### src/rtl/qspi_sram_arb_if.sv
// Simple request/ready bus shared by both masters and the QSPI SRAM controller.
// Address phase completes on an edge with req & rdy; the data phase follows.
interface qspi_sram_arb_if #(
    parameter int ADDR_W = 16,
    parameter int DATA_W = 8
);
    logic              req;
    logic              write;
    logic [ADDR_W-1:0] addr;
    logic [DATA_W-1:0] wdata;
    logic              rdy;
    logic [DATA_W-1:0] rdata;

    modport master (output req, write, addr, wdata, input rdy, rdata);
    modport slave  (input req, write, addr, wdata, output rdy, rdata);
endinterface

### src/rtl/qspi_sram_arb.sv
// Two-master arbiter for a pipelined QSPI SRAM bus: sticky grant with implicit
// round-robin, zero added latency, and read-data steering by data-phase owner.
module qspi_sram_arb #(
    parameter int ADDR_W = 16,
    parameter int DATA_W = 8
) (
    input  logic                   clk,
    input  logic                   res_n,
    qspi_sram_arb_if.slave         m0,
    qspi_sram_arb_if.slave         m1,
    qspi_sram_arb_if.master        s,
    output logic [1:0]             dp_owner
);
    typedef enum logic {M0 = 1'b0, M1 = 1'b1} master_t;

    master_t           last;
    master_t           dp_master;
    logic              dp_valid;
    logic              dp_write;

    master_t           sel;
    logic              sel_valid;
    logic [ADDR_W-1:0] addr_mux;
    logic [DATA_W-1:0] wdata_mux;

    // A tie keeps the bus with LAST only while it is streaming (data phase in
    // flight); a tie arriving from idle goes to the other master.
    always_comb begin
        sel       = M0;
        sel_valid = 1'b1;
        if (m0.req && m1.req) begin
            if (dp_valid) sel = last;
            else          sel = (last == M0) ? M1 : M0;
        end else if (m1.req) begin
            sel = M1;
        end else if (!m0.req) begin
            sel_valid = 1'b0;
        end
    end

    always_comb begin
        addr_mux  = (sel == M1) ? m1.addr  : m0.addr;
        wdata_mux = (sel == M1) ? m1.wdata : m0.wdata;
        s.req     = sel_valid;
        s.write   = (sel == M1) ? m1.write : m0.write;
        s.addr    = addr_mux;
        s.wdata   = wdata_mux;
    end

    always_comb begin
        m0.rdy   = s.rdy & ~(m0.req & ~(sel_valid & (sel == M0)));
        m1.rdy   = s.rdy & ~(m1.req & ~(sel_valid & (sel == M1)));
        m0.rdata = (dp_valid && !dp_write && dp_master == M0) ? s.rdata : '0;
        m1.rdata = (dp_valid && !dp_write && dp_master == M1) ? s.rdata : '0;
        dp_owner = 2'b00;
        if (dp_valid) dp_owner = (dp_master == M1) ? 2'b10 : 2'b01;
    end

    always_ff @(posedge clk or negedge res_n) begin
        if (!res_n) begin
            last      <= M1;
            dp_valid  <= 1'b0;
            dp_master <= M0;
            dp_write  <= 1'b0;
        end else if (s.rdy) begin
            if (s.req) last <= sel;
            dp_valid  <= s.req;
            dp_master <= sel;
            dp_write  <= s.write;
        end
    end
endmodule

### src/flat_wrapper.sv
// flat-port wrapper written by rule: the top's interface ports become plain ports
module qspi_sram_arb_flat 
#(
    parameter int ADDR_W = 16,
    parameter int DATA_W = 8
)
  (clk, res_n, dp_owner, m0_req, m0_write, m0_addr, m0_wdata, m0_rdy, m0_rdata, m1_req, m1_write, m1_addr, m1_wdata, m1_rdy, m1_rdata, s_req, s_write, s_addr, s_wdata, s_rdy, s_rdata);
  qspi_sram_arb_if #(.ADDR_W(ADDR_W), .DATA_W(DATA_W)) m0_i ();
  qspi_sram_arb_if #(.ADDR_W(ADDR_W), .DATA_W(DATA_W)) m1_i ();
  qspi_sram_arb_if #(.ADDR_W(ADDR_W), .DATA_W(DATA_W)) s_i ();
  input  logic clk;
  input  logic res_n;
  output logic [1:0] dp_owner;
  input wire logic [$bits(m0_i.req)-1:0] m0_req;
  input wire logic [$bits(m0_i.write)-1:0] m0_write;
  input wire logic [$bits(m0_i.addr)-1:0] m0_addr;
  input wire logic [$bits(m0_i.wdata)-1:0] m0_wdata;
  output wire logic [$bits(m0_i.rdy)-1:0] m0_rdy;
  output wire logic [$bits(m0_i.rdata)-1:0] m0_rdata;
  input wire logic [$bits(m1_i.req)-1:0] m1_req;
  input wire logic [$bits(m1_i.write)-1:0] m1_write;
  input wire logic [$bits(m1_i.addr)-1:0] m1_addr;
  input wire logic [$bits(m1_i.wdata)-1:0] m1_wdata;
  output wire logic [$bits(m1_i.rdy)-1:0] m1_rdy;
  output wire logic [$bits(m1_i.rdata)-1:0] m1_rdata;
  output wire logic [$bits(s_i.req)-1:0] s_req;
  output wire logic [$bits(s_i.write)-1:0] s_write;
  output wire logic [$bits(s_i.addr)-1:0] s_addr;
  output wire logic [$bits(s_i.wdata)-1:0] s_wdata;
  input wire logic [$bits(s_i.rdy)-1:0] s_rdy;
  input wire logic [$bits(s_i.rdata)-1:0] s_rdata;
  assign m0_i.req = m0_req;
  assign m0_i.write = m0_write;
  assign m0_i.addr = m0_addr;
  assign m0_i.wdata = m0_wdata;
  assign m0_rdy = m0_i.rdy;
  assign m0_rdata = m0_i.rdata;
  assign m1_i.req = m1_req;
  assign m1_i.write = m1_write;
  assign m1_i.addr = m1_addr;
  assign m1_i.wdata = m1_wdata;
  assign m1_rdy = m1_i.rdy;
  assign m1_rdata = m1_i.rdata;
  assign s_req = s_i.req;
  assign s_write = s_i.write;
  assign s_addr = s_i.addr;
  assign s_wdata = s_i.wdata;
  assign s_i.rdy = s_rdy;
  assign s_i.rdata = s_rdata;
  qspi_sram_arb #(.ADDR_W(ADDR_W), .DATA_W(DATA_W)) u_core (.clk(clk), .res_n(res_n), .m0(m0_i), .m1(m1_i), .s(s_i), .dp_owner(dp_owner));
endmodule
### config.mk
export PLATFORM = sky130hd
export DESIGN_NAME = qspi_sram_arb_flat
export DESIGN_NICKNAME = d
export VERILOG_FILES = /design/src/rtl/qspi_sram_arb_if.sv /design/src/rtl/qspi_sram_arb.sv /design/src/flat_wrapper.sv
export SDC_FILE = /design/constraint.sdc
export NUM_CORES = 1
export LEC_CHECK = 0
export ABC_CLOCK_PERIOD_IN_PS = 3500
export CAP_MARGIN = 30
export CORE_MARGIN = 2
export CORE_UTILIZATION = 23
export DETAILED_ROUTE_END_ITERATION = 7
export PLACE_DENSITY_LB_ADDON = 0.15
export RECOVER_POWER = 100
export SLEW_MARGIN = 25
export SYNTH_ARGS = -nofsm -noshare
export SYNTH_HDL_FRONTEND = slang
export SYNTH_SLANG_ARGS = --single-unit
### constraint.sdc
create_clock -name clk -period 3.5 [get_ports clk]
set_input_delay 0.525 -clock clk [delete_from_list [all_inputs] [get_ports clk]]
set_output_delay 0.525 -clock clk [all_outputs]
set_load 0.02 [all_outputs]
==> impl_metrics.toml <==
[sta]
hold_violations = 0
finalWorstSetupSlack_ns = 0.328
period_minus_slack_ns = 3.17
slew_violations = 0
rsz0062_at_grt = "false"
period_share_pct = 90.6
fin_tns_setup_ns = 0
fmax_mhz = 315
max_slew_margin_pct = 68.7
worst_clock_skew_ns = 0.000345
worstMarginPinSlew_ns = 0.469
setup_viol = 0

[floorplanning]
die_w_um = 57.3
core_area_um2 = 2730
initial_core_util_pct = 23.9
boundaryPins = 109
die_y_um = 57.3
dieArea_um2 = 3280
row_count = 19

[drt]
dr.pass1.iters = 4
antenna_left = 0
first_iter_violations = 20
avgRoutedWirePerCell_um = 13.0
route.detailed.drc = 0
vias = 958
viasPerCell = 4.50
wirelength_um = 2760

[pwr]
power_per_cell_area_nw_per_um2 = 251
ir_drop_mv = 0.194
p_clk_share_pct = 14.7
p_int_w = 0.000283
leakagePower_nw = 0.728
combPwrFrac_pct = 72.2
power.switching_w = 0.000164
power_frac_seq_pct = 13.1
p_sw_share_pct = 36.7

[worst_setup_path]
cpMostUsedCell = "clkdlybuf4s50_1"
path_depth = 6
crit_path_cell_trace = "clkdlybuf4s50_1 -> inv_1 -> o21ai_4 -> clkbuf_1 -> mux2_2 -> clkdlybuf4s50_1"
rr_worst_depth = 4
crit_path_max_fanout = 10
path_class = "primary input to output pin"
cp-end-kind = "output pin"
crit_buf_inv = 4
crit_family = "buffers and inverters"
crit_required_ns = 2.97
slowest_delay_ns = 0.55
cp_slowest_cell = "clkdlybuf4s50_1"
arrival_ns = 2.65
start_kind = "primary input"

[placement]
dpl_worst_slack_ns = 0.478
io_buffers = 108
dp_hpwl_um = 2400
globalplace.congestion = 0.666

[layout]
filler_cell_count = 250
drive_gt1_share_pct = 16.5
final_nets = 246
diodes = 0
syn_to_final_growth_pct = 172

[clock_tree]
post_cts_buffers = 0
clock_latency_ns = 0.24
cts_buffer_depth = 2
hold_buffers = 0
ctsHtreeMaxLevel = 1
cts_tree = "yes"
numCtsBuffers = 3
post_cts_resize_count = 0
numClockSinks = 4
path_clk_slew_ns = 0.04
cts-root-buf = "clkbuf_4"

[synthesis]
async_reset_ff_share_pct = 100
ys_ff_latch = 4
synth.avg_cell_area_um2 = 9.33
synth_edf_count = 0
yosysUniqueCellTypes = 18
synthCells = 70
synth_area_leaders = "mux2_2, and2_1, dfrtp_1"
synthTopCellsByCount = "mux2_2, and2_1, nor2b_1"
synth_fp_nets = 133
synth_top_area_cell = "mux2_2"
syn_area_um2 = 653
synth.yosys.seq_area_share_pct = 15.5
yosysWarnings = 0
synth_top_area_share_pct = 41.4
ys.flop_type = "dfrtp_1"
synthMostInstantiatedCell = "mux2_2"

[global_routing]
grt_max_degree = 19
grt_overflow = 0
grt_pass1_wl_um = 4220
track_usage_pct = 16.2
antenna_found_initial = 0
first_global_vias = 973

[run_status]
outcome = "completed"

[run]
cap_violations = 0

[worst_hold_path]
min_path_type = "register to register"
hold-path-cell-count = 2
-- sequential cells by signal, indices dropped and copies added (netlist names) --
signal / cells
u_core.last: 1
u_core.dp_valid: 1
u_core.dp_master: 1
u_core.dp_write: 1
-- worst paths after layout --
path / start / end / slack, ns
hold / removal: u_core.dp_master / u_core.dp_master / 0.51
hold reg to reg: u_core.dp_master / u_core.dp_master / 0.51
max in group asynchronous: res_n / u_core.last / 2.71
min in group asynchronous: res_n / u_core.dp_write / 0.55
setup / recovery: m0_req / s_addr[8] / 0.33
setup reg to reg: u_core.last / u_core.dp_write / 1.92
-- routing by layer --
| metal | global-route usage (%) | wire length (µm) | up-vias |
|---|---|---|---|
| li1 | - | - | 471 |
| met1 | 15.3 | 930 | 415 |
| met2 | 32.3 | 1450 | 70 |
| met3 | 6.12 | 363 | 2 |
| met4 | 3.99 | 19 | 0 |
| met5 | 0 | 0 | - |
-- power groups by stage --
stage / Sequential [W] / Clock [W] / Combinational (W)
after floorplan: 0.0000583 / 0 / 0.000159
after global placement: 0.0000592 / 0 / 0.000331
after detailed placement: 0.0000596 / 0 / 0.000335
after CTS: 0.0000590 / 0.0000672 / 0.000337
after global routing: 0.0000601 / 0.0000729 / 0.000343
final: 0.0000587 / 0.0000655 / 0.000323
-- cell type report --
class / instances / area, µm² / area share (%)
clock buffer: 4 / 26.3 / 1.48
inverter: 3 / 11.3 / 0.633
multi-input combinational: 61 / 510 / 28.7
sequential: 4 / 101 / 5.70
tap: 31 / 38.8 / 2.18
timing repair buffer: 110 / 1090 / 61.3
-- worst register-to-register path, cell delays in order, from the launching register on --
cell,delay [ns]
dfstp_2,0.55
xnor2_1,0.20
o21ai_4,0.07
clkbuf_1,0.24
a311o_1,0.40
-- per-stage QoR --
| step | util (%) | instance area [µm²] | total power (W) | hold WS [ns] | instances |
|---|---|---|---|---|---|
| after CTS | 65.3 | 1780 | 0.000463 | 0.484 | 213 |
| after detailed placement | 64.3 | 1760 | 0.000395 | 0.492 | 209 |
| after floorplan | - | 653 | 0.000217 | 0.229 | 70 |
| final | 65.0 | 1780 | 0.000447 | 0.509 | 213 |
| after global placement | 64.3 | 1760 | 0.000390 | 0.483 | 209 |
| after global routing | 65.0 | 1780 | 0.000476 | 0.552 | 213 |
-- placed cells by master, fill, tap and decap left out, drive strengths merged, types with 2 or more instances in the layout --
cell type | netlist | routed
dfrtp | 3 | 3
clkbuf | 0 | 6
nor2b | 4 | 4
nor2 | 2 | 2
inv | 3 | 3
a21oi | 2 | 2
o21ai | 4 | 4
mux2 | 25 | 25
a31oi | 2 | 2
and2 | 17 | 17
dlygate4sd3 | 0 | 23
clkdlybuf4s50 | 0 | 85
-- cell families after synthesis --
family,share of synthesized area (%)
AND/OR/NAND/NOR,22.6
flip-flops,15.5
buffers and inverters,6.32
XOR/XNOR,2.68
multiplexers,43.1
AO/OA/AOI/OAI,9.77
Note: power is estimated with default switching activity, not from simulation.
